`src/rtl/laundry_req_scheduler.sv`:
```
// Round-robin scheduler for per-floor laundry pickup requests.
// Captures request edges as pending bits and hands one floor at a time to
// the laundry controller. It then waits for wash_done, or gives up after
// TIMEOUT_CYCLES, before issuing the next floor.
//
// state     | meaning
// ----------+-----------------------------------------------------------
// IDLE      | nothing in service; waiting for any pending bit
// ISSUE     | selected floor on send, start pulses for this one cycle
// WAIT_DONE | floor in service; waiting for wash_done or timeout
// GAP       | dead cycle with send=0000 before returning to IDLE
module laundry_req_scheduler #(
  parameter int unsigned TIMEOUT_CYCLES = 1000
) (
  input  logic       clk,
  input  logic       reset,
  input  logic [3:0] req_laundry,
  input  logic       wash_done,
  output logic       start,
  output logic [3:0] send,
  output logic [3:0] pending,
  output logic       busy,
  output logic       timeout_err,
  output logic [7:0] served_count
);

  typedef enum logic [1:0] {
    IDLE      = 2'd0,
    ISSUE     = 2'd1,
    WAIT_DONE = 2'd2,
    GAP       = 2'd3
  } state_t;

  // Last WAIT_DONE cycle index; the counter starts at 0 in the first WAIT_DONE cycle.
  localparam logic [15:0] TC_LAST = 16'(TIMEOUT_CYCLES - 1);

  state_t      state, next_state;
  logic [3:0]  req_prev;
  logic [3:0]  new_req;
  logic [3:0]  clr;
  logic [1:0]  last_served;
  logic [1:0]  sel_floor;
  logic [1:0]  cand;
  logic        sel_valid;
  logic        issue_go;
  logic        done_evt;
  logic [15:0] tmo_cnt;

  assign new_req = req_laundry & ~req_prev;
  assign busy    = (state != IDLE);
  assign clr     = (done_evt || timeout_err) ? send : 4'b0000;

  // Round-robin pick: the first pending floor after last_served, wrapping mod 4.
  always_comb begin
    sel_valid = 1'b0;
    sel_floor = last_served;
    cand      = last_served;
    for (int k = 1; k <= 4; k++) begin
      cand = last_served + 2'(k);
      if (!sel_valid && pending[cand]) begin
        sel_valid = 1'b1;
        sel_floor = cand;
      end
    end
  end

  // State register.
  always_ff @(posedge clk) begin
    if (reset) state <= IDLE;
    else       state <= next_state;
  end

  // Next-state and per-state strobes. A coincident wash_done beats the timeout.
  always_comb begin
    next_state  = state;
    start       = 1'b0;
    timeout_err = 1'b0;
    done_evt    = 1'b0;
    issue_go    = 1'b0;
    case (state)
      IDLE: begin
        if (sel_valid) begin
          issue_go   = 1'b1;
          next_state = ISSUE;
        end
      end
      ISSUE: begin
        start      = 1'b1;
        next_state = WAIT_DONE;
      end
      WAIT_DONE: begin
        if (wash_done) begin
          done_evt   = 1'b1;
          next_state = GAP;
        end else if (tmo_cnt == TC_LAST) begin
          timeout_err = 1'b1;
          next_state  = GAP;
        end
      end
      GAP:     next_state = IDLE;
      default: next_state = IDLE;
    endcase
  end

  // Request capture, in-service floor, round-robin pointer, timeout counter and service count.
  always_ff @(posedge clk) begin
    if (reset) begin
      req_prev     <= 4'b0000;
      pending      <= 4'b0000;
      send         <= 4'b0000;
      last_served  <= 2'd3;
      tmo_cnt      <= 16'd0;
      served_count <= 8'd0;
    end else begin
      req_prev <= req_laundry;
      // A fresh edge on the floor being cleared wins, so it is served again.
      pending  <= (pending & ~clr) | new_req;
      if (issue_go) begin
        send        <= 4'b0001 << sel_floor;
        last_served <= sel_floor;
      end else if (done_evt || timeout_err) begin
        send <= 4'b0000;
      end
      if (state == ISSUE)          tmo_cnt <= 16'd0;
      else if (state == WAIT_DONE) tmo_cnt <= tmo_cnt + 16'd1;
      if (done_evt) served_count <= served_count + 8'd1;
    end
  end

endmodule

```
`config.mk`:
```
export PLATFORM = sky130hd
export DESIGN_NAME = laundry_req_scheduler
export DESIGN_NICKNAME = d
export VERILOG_FILES = /design/src/rtl/laundry_req_scheduler.sv
export SDC_FILE = /design/constraint.sdc
export NUM_CORES = 1
export LEC_CHECK = 0
export ABC_CLOCK_PERIOD_IN_PS = 2900
export CAP_MARGIN = 15
export CORE_MARGIN = 2
export CORE_UTILIZATION = 59
export CTS_BUF_LIST = sky130_fd_sc_hd__clkbuf_4 sky130_fd_sc_hd__clkbuf_8
export CTS_CLUSTER_DIAMETER = 80
export CTS_CLUSTER_SIZE = 20
export DETAILED_ROUTE_END_ITERATION = 10
export GPL_TIMING_DRIVEN = 1
export PLACE_DENSITY_LB_ADDON = 0.1
export SYNTH_ARGS = -nofsm -noshare
export SYNTH_HDL_FRONTEND = slang
export SYNTH_SLANG_ARGS = --single-unit
```
`constraint.sdc`:
```
create_clock -name clk -period 2.9 [get_ports clk]
set_clock_uncertainty 0.1 [all_clocks]
set_input_delay 0.435 -clock clk [delete_from_list [all_inputs] [get_ports clk]]
set_output_delay 0.435 -clock clk [all_outputs]
set_load 0.01 [all_outputs]
```
; ---- Word-level counts from Yosys, hierarchy flattened
; Cells that the tools add are included.
[word_totals]
output_inout_bits = 19
regBits = 40
[classes]
shift = 1
n_addsub = 5
muxes = 31
n_bitwise = 5
n_eq_ne = 6
magnitude_cmp = 4
n_reduce_logical = 12
[op_table]
columns = operator, count
row1 = adder 16 x 1 -> 16 bit (second input constant), 1
row2 = == test 16 x 10 -> 1 bit (second input constant), 1
row3 = two-way mux 1 bit, 16
row4 = two-way mux 2 bit, 7
row5 = < comparator 2 x 3 -> 1 bit (second input constant), 4
row6 = two-way mux 4 bit, 3
row7 = adder 8 x 1 -> 8 bit (second input constant), 1
row8 = AND 4 bit, 2
row9 = binary-select mux 1 bit (select 2 bit), 4
row10 = NOT 4 bit, 2
row11 = one-hot mux 2 bit (4 select lines), 1
row12 = adder 2 bit (second input constant), 2
row13 = == test 2 bit (second input constant), 2
row14 = bitwise OR 4 bit, 1
row15 = nonzero test 2 bit, 2
row16 = << shifter 1 x 2 -> 4 bit (first input constant), 1
row17 = logical AND 1 bit, 3
row18 = logical NOT 1 bit, 3
row19 = != test 3 bit (second input constant), 1
row20 = adder 2 x 1 -> 2 bit (second input constant), 1
row21 = == test 2 x 1 -> 1 bit (second input constant), 1
row22 = logical NOT 2 bit, 1
row23 = != test 2 bit (second input constant), 1
row24 = AND reduction 2 bit, 1
row25 = other kinds (2), 2

; ---- Logic depth before layout (Yosys ltp)
[depth]
depth_word = 16
ltp_mapped = 8
mapped_depth_nobuf = 6

; ---- Worst setup path before layout
; OpenSTA, ideal clock, no wires.
[synth_timing]
path_kind = reg2reg
start = register state[0]
end = register send[0]
setup_slack_ps = 1091
path_buffers = 1
synth_period_minus_slack_ps = 1809
stages_incl_launch_ff = 8
t_required_ps = 2683
arrival_time_ps = 1591
cell_sequence = dfxtp_1 inv_1 ha_1 buf_4 and3_1 nand4_2 o31a_1 a32o_1
[synth_via]
elab_chain_cells = 4
[synth_lines]
columns = item, line
row1 = start: declaration, 37  ; state_t state, next_state;
row2 = start signal: assignment, 70  ; else state <= next_state;
row3 = == test 2 bit, 80  ; case (state)
row4 = two-way mux 1 bit, 80
row5 = logical OR 1 bit, 121  ; end else if (done_evt || timeout_err) begin
row6 = nonzero test 2 bit (no line), n/a
row7 = end signal: assignment, 119  ; send <= 4'b0001 << sel_floor;
row8 = end: declaration, 20  ; output logic [3:0] send,
; Several ways; a longest one is shown, not always the timed one.
; A chain may end at the register's enable or synchronous reset.

; ---- Final worst setup path
[layout_timing]
start = register state[0]
end = output timeout_err
[layout_via]
elab_chain_cells = 2
[layout_lines]
columns = item, line
row1 = == test 2 bit, 80
row2 = two-way mux 1 bit, 80
row3 = end: declaration, 23  ; output logic timeout_err,
; Every way passes these cells.

==> key figures <==
Logic synthesis
  – FF+latch count, synth: 40
  – Warnings, synthesis: 0
  – Post-synth top flop: dfxtp_1
  – Top-area cell type share of the netlist area: 40.6%
  – Cell count after synthesis: 218
  – Post-synth top cells: dfxtp_1 (40), nor2_1 (32), nand2_1 (14)
  – Syn nets: 231
  – Post-synth EDFFs: 0
  – Synth async-reset ratio: 0%
  – Seq/Total Area, Yosys: 40.6%
  – Top cells by area, synth: dfxtp_1 (41%), nor2_1 (6.1%), xor2_1 (4.4%)
  – Synth area leader: dfxtp_1
  – Mean Syn Cell Area: 9.06 um2
  – Netlist cell types: 47
  – Top-count cell post-synth: dfxtp_1
  – Mapped Area: 1970 um2

STA
  – Final Hold Fails: 0
  – Fin crit share: 87.2%
  – PnR worst setup slack: 0.373 ns
  – Relative slew slack: 73.1%
  – Slew @ Worst Pin: 0.401 ns
  – Hold_ws: 0.401 ns
  – Endpoints failing setup: 0
  – Max Freq: 396 MHz
  – Final setup TNS: 0 ns
  – Final Max Tran Viols: 0
  – Fin crit period: 2.53 ns
  – RSZ-0062 raised after global routing: no

Floorplanning
  – Die Ht: 61.9 um
  – Initial Util: 60.1%
  – DIE AREA: 3830 um2
  – Rows: 21
  – # IOs: 26
  – Die width: 61.9 um
  – Core area: 3280 um2

Finish
  – Area grow syn2layout: 16.7%
  – Net total in the final layout: 253
  – Antenna Cells: 0
  – Fin util: 70.1%
  – Share of cells above drive strength 1: 7.92%

Setup path
  – Ordered cell list for the critical path: inv_1, ha_1, nand2_1, nor2_1, clkdlybuf4s50_1
  – Crit path max fanout: 10
  – Setup crit end kind: output pin
  – Crit-path max cell delay: 0.53 ns
  – Crit. Startpoint: state[0]
  – WS Path Type: flip-flop to output pin
  – Reg2Reg Setup Slack: 0.75 ns
  – Startpoint types: flip-flop
  – CP Data Arrival Time: 1.99 ns
  – CP Data Required Time: 2.37 ns
  – RR Startpoint: state[0]
  – CP max-delay cell: clkdlybuf4s50_1

Placed design
  – # port buffers: 25
  – Placer congestion estimate: 0.825
  – Dpl hpwl: 2840 um
  – Worst slack at placement: 0.715 ns

Power
  – Total net switching power: 529 uW
  – Clock power share: 19.7%
  – Combinational power share: 33.9%
  – Worst VDD drop: 346 uV
  – LEAKAGE: 0.000857 uW
  – Sequential power share: 46.4%
  – Internal: 1030 uW
  – Switching Fraction: 34.0%
  – Pwr dens: 676 nW/um2

Detailed routing
  – WL per Instance: 13.3 um
  – Total number of vias: 1587
  – Drt drc: 0
  – WL final: 3800 um
  – ANT nets after route: 0
  – Initial DRC count: 79
  – Vias per cell: 5.55
  – First-pass DRT Iterations: 4

CTS
  – Post-CTS setup buffers: 0
  – CTS sink count: 40
  – Worst-Skew Late Latency: 0.34 ns
  – Num CTS Buffers: 5
  – Htree depth: 2
  – Clk pin slew, worst setup/hold paths: 0.11 ns
  – Hold_buf cts: 0
  – Longest Clk Path Bufs: 2
  – Clock root cell: clkbuf_4
  – Post-CTS sizing: 0
  – CTS tree: yes

Job
  – Maxcap violations: 0

Global route
  – GRT met3 Usage: 3.93%
  – Gr busiest metal: met2
  – Total GRT Usage: 20.9%
  – Met1 Track Usage GR: 24.3%
  – Initial antenna violation count: 0
  – Met2 Use GR: 38.5%
  – First-pass GRT wire length: 5950 um
  – Largest net degree at the start of global routing: 19
  – Total congestion overflow: 0
  – Vias in the first global route: 1408

Min path
  – HP Start: req_prev[0]
  – Worst hold path type: flip-flop to flip-flop

Status
  – Status: finished, final reports clean
==> worst max-delay path: cells and delay by family, from the launching register on <==
kind / cells / cell delay (ns)
adders and majority gates: 1 / 0.39
buffers and inverters: 2 / 0.65
DFF: 1 / 0.34
and+or+nand+nor: 2 / 0.26
==> layout by cell type (no fill, tap or decap), types with 4 or more instances in the layout <==
master	instances
nand2_1	14
a21oi_1	6
nand3_1	5
dfxtp_1	40
o311ai_0	4
xor2_1	10
a32o_1	4
nor3_1	6
xnor2_1	9
ha_1	6
clkbuf_4	5
nor2b_1	5
nor2_1	32
a22oi_1	5
clkdlybuf4s50_1	25
nand4_1	6
inv_1	9
==> routing by layer <==
layer / up-vias / part of all wire, %
met1: 734 / 44
met4: 0 / 1.5
met3: 6 / 2.6
li1: 823 / -
met5: - / 0
met2: 24 / 52
==> worst paths after layout <==
path                               endpoint  cells past startpoint
worst min register to register   pending[0]                      3
worst max-delay path            timeout_err                      5
worst min-delay path             pending[0]                      3
worst max register to register      send[2]                      6
==> final cells by class <==
| class | instances | area (um2) |
|---|---|---|
| fillers | 256 | 981 |
| multi-input cells | 158 | 1090 |
| inverters | 9 | 33.8 |
| flip-flops and latches | 40 | 801 |
| repair buffers | 26 | 258 |
| well taps | 46 | 57.6 |
| clock buffers | 7 | 65.1 |
==> power by group through the flow <==
stage	clock [uW]	combinational, uW	sequential, uW
finish	307	528	722
global route	335	594	736
CTS	312	534	722
detailed placement	0	529	737
global placement	0	506	728
floorplan	0	339	728
==> metrics by stage <==
step                cell area [um2]  power, uW  std cells
detailed placement             2240       1270        279
CTS                            2300       1570        286
finish                         2300       1560        286
global route                   2300       1670        286
floorplan                      1970       1070        218
global placement               2240       1230        279
==> cells by family (layout without fill, tap and decap cells) <==
logic type / Yosys count / in the layout / share of synthesized area [%]
flops: 40 / 40 / 40.6
mux: 3 / 3 / 1.52
xor+xnor: 19 / 19 / 8.43
compound gates: 29 / 29 / 11.4
fa+ha+maj: 6 / 6 / 3.80
simple gates: 101 / 101 / 30.0
buf+inv: 20 / 42 / 4.31
==> registers in the layout, indices dropped and copies added, names as in the netlist <==
register,cells
send,4
req_prev,4
served_count,8
state,2
tmo_cnt,16
last_served,2
pending,4
Note: power is estimated with default switching activity, not from simulation.
==> edit 1, RTL diff (same settings) <==
Make the reset (`reset`) asynchronous in 2 clocked blocks.
--- a/src/rtl/laundry_req_scheduler.sv
+++ b/src/rtl/laundry_req_scheduler.sv
@@ -67,3 +67,3 @@
   // State register.
-  always_ff @(posedge clk) begin
+  always_ff @(posedge clk or posedge reset) begin
     if (reset) state <= IDLE;
@@ -105,3 +105,3 @@
   // Request capture, in-service floor, round-robin pointer, timeout counter and service count.
-  always_ff @(posedge clk) begin
+  always_ff @(posedge clk or posedge reset) begin
     if (reset) begin
Check against the original RTL: differs if reset is asserted again (counterexample within 4 cycles, from zero or initial values and one cycle with reset high); with reset held inactive, the same outputs for 10 cycles.
==> edit 1 against the unedited design <==
- area after synthesis increased by 0.19%
- total power up 31%
- sequential cell count did not move
- final area rose by 4.1%
- sequential share of layout area increased by 7.1 points
- routed wire length is 0.82% lower
- critical path depth increased by 1
- setup slack better by 76 ps
- global-route usage up 0.64 points
- register-to-register slack worse by 300 ps
- critical endpoint is now tmo_cnt[12]$_DFFE_PP0P_
- largest cell class is now registers
- highest routed layer unchanged
==> edit 1: results <==
[final_layout]
final_nets = 234

[setup_path]
reg2reg_to = "tmo_cnt[12]$_DFFE_PP0P_"
crit_start = "state[0]$_DFFE_PP0P_"
cp_top_family = "simple AND/OR/NAND/NOR gates"
cp.arrival_ps = 2590
critical-path-slowest-cell = "nor4_1"
worstPathMaxFanout = 14
end_kind = "flop"

[status]
status = "finished clean"

[synth]
synthAdderAreaFrac_pct = 3.80
ys.flop_type = "dfrtp_1"
ys_types = 43
synth-compound-area-share_pct = 10.9
syn_nets = 203
synth-seq-area-share_pct = 50.7
synth_mux_area_share_pct = 3.29
yosys-top-cells-area = "dfrtp_1, ha_1, xnor2_1"

[route]
viasPerCell = 5.55
wire_per_inst_um = 14.1

[place]
dpl-instance-area_sq_um = 2260
routabilityCongestion = 0.791

[global_route]
grt_use_total_pct = 21.5

[timing]
worst_slack_ps = 449
holdWs_ps = 396

[power]
ir_drop_uv = 478
p_leak_uw = 0.00106
==> edit 1: changes by cell type after synthesis, sizes merged, moves of 5 or more <==
cell	delta
dfrtp	+38
xor2	-5
inv	+5
nand4	-5
nor2	-22
dfxtp	-40
o21ai	+7
==> edit 1: layout make-up <==
class                      instances  area (sq um)
clock buffer                       7          65.1
clock inverter                     1          30.0
fill                             244           887
inverter                          14          52.6
multi-input combinational        130           897
sequential                        40          1000
tap                               46          57.6
timing repair buffer              30           290
==> edit 1: layer usage <==
layer / wire length, um / track usage [%] / part of all wire [%] / up-vias
li1: - / - / - / 729
met1: 1570 / 25.7 / 42 / 719
met2: 2020 / 38.6 / 53 / 33
met3: 117 / 3.93 / 3.1 / 7
met4: 65 / 7.90 / 1.7 / 0
met5: 0 / 0 / 0 / -
==> edit 1: power by group <==
part	leakage, uW	switching [uW]	total (uW)	internal (uW)
Clock	0.0000515	171	400	229
Sequential	0.000493	140	840	700
Combinational	0.000511	420	797	377
==> edit 2, RTL diff (same settings) <==
Without the edit above. Change the parameter `TIMEOUT_CYCLES` from 1000 to 500.
--- a/src/rtl/laundry_req_scheduler.sv
+++ b/src/rtl/laundry_req_scheduler.sv
@@ -12,3 +12,3 @@
 module laundry_req_scheduler #(
-  parameter int unsigned TIMEOUT_CYCLES = 1000
+  parameter int unsigned TIMEOUT_CYCLES = 500
 ) (
Formal check against the unedited RTL: same outputs for any inputs over 10 cycles, from zero or initial values and one cycle with reset high; that may be too few to reach the edited logic, so the function may still have changed.
==> edit 2 against the unedited design <==
- area after synthesis shrank 4.2%
- cell count decreased by 2.1%
- critical path depth decreased by 1
- setup slack worse by 180 ps
- total power decreased by 2.9%
- clock power increased by 19%
- routed wire length is 2.6% higher
- register-to-register slack better by 50 ps
- sequential cell count did not move
- final area shrank 3.2%
- largest cell class unchanged
==> edit 2: results <==
[clock_tree]
cts_resized = 0
cts_setup_buffers = 0
h-tree-depth = 2
clkTransAtPathRegs_ps = 110
cts.path.max_buffers = 2
cts_buffers = 5
clk-insertion-delay-late_ps = 340
cts-root-buf = "clkbuf_4"

[global_route]
grt_use_met1_pct = 30.2
met3_usage_pct = 7.04
use_met2_pct = 38.2
grt_max_degree = 16
grt_use_total_pct = 24.0
grt_pass1_wl_um = 6510
grt_pass1_vias = 1532
antenna_found_initial = 0

[final_layout]
drive_gt1_share_pct = 6.36
nFillCells = 267
antennaDiodeCount = 0
top_regs = "tmo_cnt (16), served_count (8)"
final_nets = 248

[synth]
ys_types = 44
syn_nets = 226
ys_async_sr_fraction_pct = 0
yosysWarnings = 0
synth_commonest_cells = "dfxtp_1, nor2_1, a21oi_1, inv_1, nand2_1"
synth-seq-area-share_pct = 42.3
yosys-top-cells-area = "dfxtp_1, ha_1, xor2_1"
ys.flop_type = "dfxtp_1"

[setup_path]
cp.arrival_ps = 2170
critical-path-slowest-cell = "clkdlybuf4s50_1"
cp_top_family = "simple AND/OR/NAND/NOR gates"
worstPathMaxFanout = 7
slowest_delay_ps = 580

[place]
dp_hpwl_um = 2810
dpl-instance-area_sq_um = 2150
routabilityCongestion = 0.835
numPortBuffers = 25

[route]
drt_pass1_iterations = 4
drt_wl_total_um = 3900
viasPerCell = 5.62
drt_iter0_drc = 67

[timing]
report.final.slew_viol_count = 0
worst_pin_slew_ps = 482
fin_setup_tns_ps = 0

[power]
p_leak_uw = 0.000819
ir_drop_uv = 673

[status]
status = "finished clean"

[min_path]
hp-class = "reg2reg"
-- edit 2: changes by cell type after synthesis, sizes merged, moves of 3 or more --
cell,before,now
nor2,32,18
a21oi,6,12
a31oi,0,6
nand3,5,11
a22oi,5,0
a22o,0,4
nand4,9,5
o21ai,1,5
o311ai,4,0
inv,9,12
nor3,7,4
-- edit 2: through the flow --
step                      instances  setup slack (ps)  power, uW
after floorplan                 213              1050       1000
after global placement          272               532       1140
after detailed placement        272               516       1160
after CTS                       280               193       1530
after global routing            280              68.7       1610
final                           280               192       1510
-- edit 2: power breakdown --
group,internal (uW),switching (uW)
clock network,190,174
logic,228,240
registers,611,70.0
-- edit 2: metal layers --
layer	wire (um)	up-vias
met1	1820	740
met2	1870	27
met4	65	0
met5	0	-
li1	-	800
met3	139	7
-- edit 2: kinds of logic after synthesis --
logic type                 count (synthesis)  share of synthesized area [%]
buffers and inverters                     24                           5.69
adders and majority gates                  6                           3.97
DFF                                       40                           42.3
AOI/OAI and AO/OA                         43                           15.6
muxes                                      2                           1.06
xor gates and xnor gates                  15                           6.94
and+or+nand+nor                           83                           24.4
-- edit 2: worst paths after layout --
check / end / start / slack [ps] / depth (start not counted)
min: state[1]$_SDFFE_PP0P_ / state[1]$_SDFFE_PP0P_ / 390 / 2
min reg2reg: state[1]$_SDFFE_PP0P_ / state[1]$_SDFFE_PP0P_ / 390 / 2
max: timeout_err / tmo_cnt[3]$_SDFFE_PP0P_ / 190 / 4
max reg2reg: tmo_cnt[15]$_SDFFE_PP0P_ / state[0]$_SDFFE_PP0P_ / 800 / 6
-- edit 2: cell type report --
type | count | area (sq um) | share of cell area (%)
timing repair buffer | 27 | 265 | 11.9
tap | 44 | 55.1 | 2.47
clock inverter | 2 | 35.0 | 1.57
sequential | 40 | 801 | 35.9
multi-input combinational | 149 | 983 | 44.1
inverter | 12 | 45.0 | 2.02
clock buffer | 6 | 45.0 | 2.02
-- edit 2: worst min-delay path: cells and delay by family, from the launching register on --
kind,cells,cell delay (ps)
simple gates,1,60
flops,1,340
mux,1,50
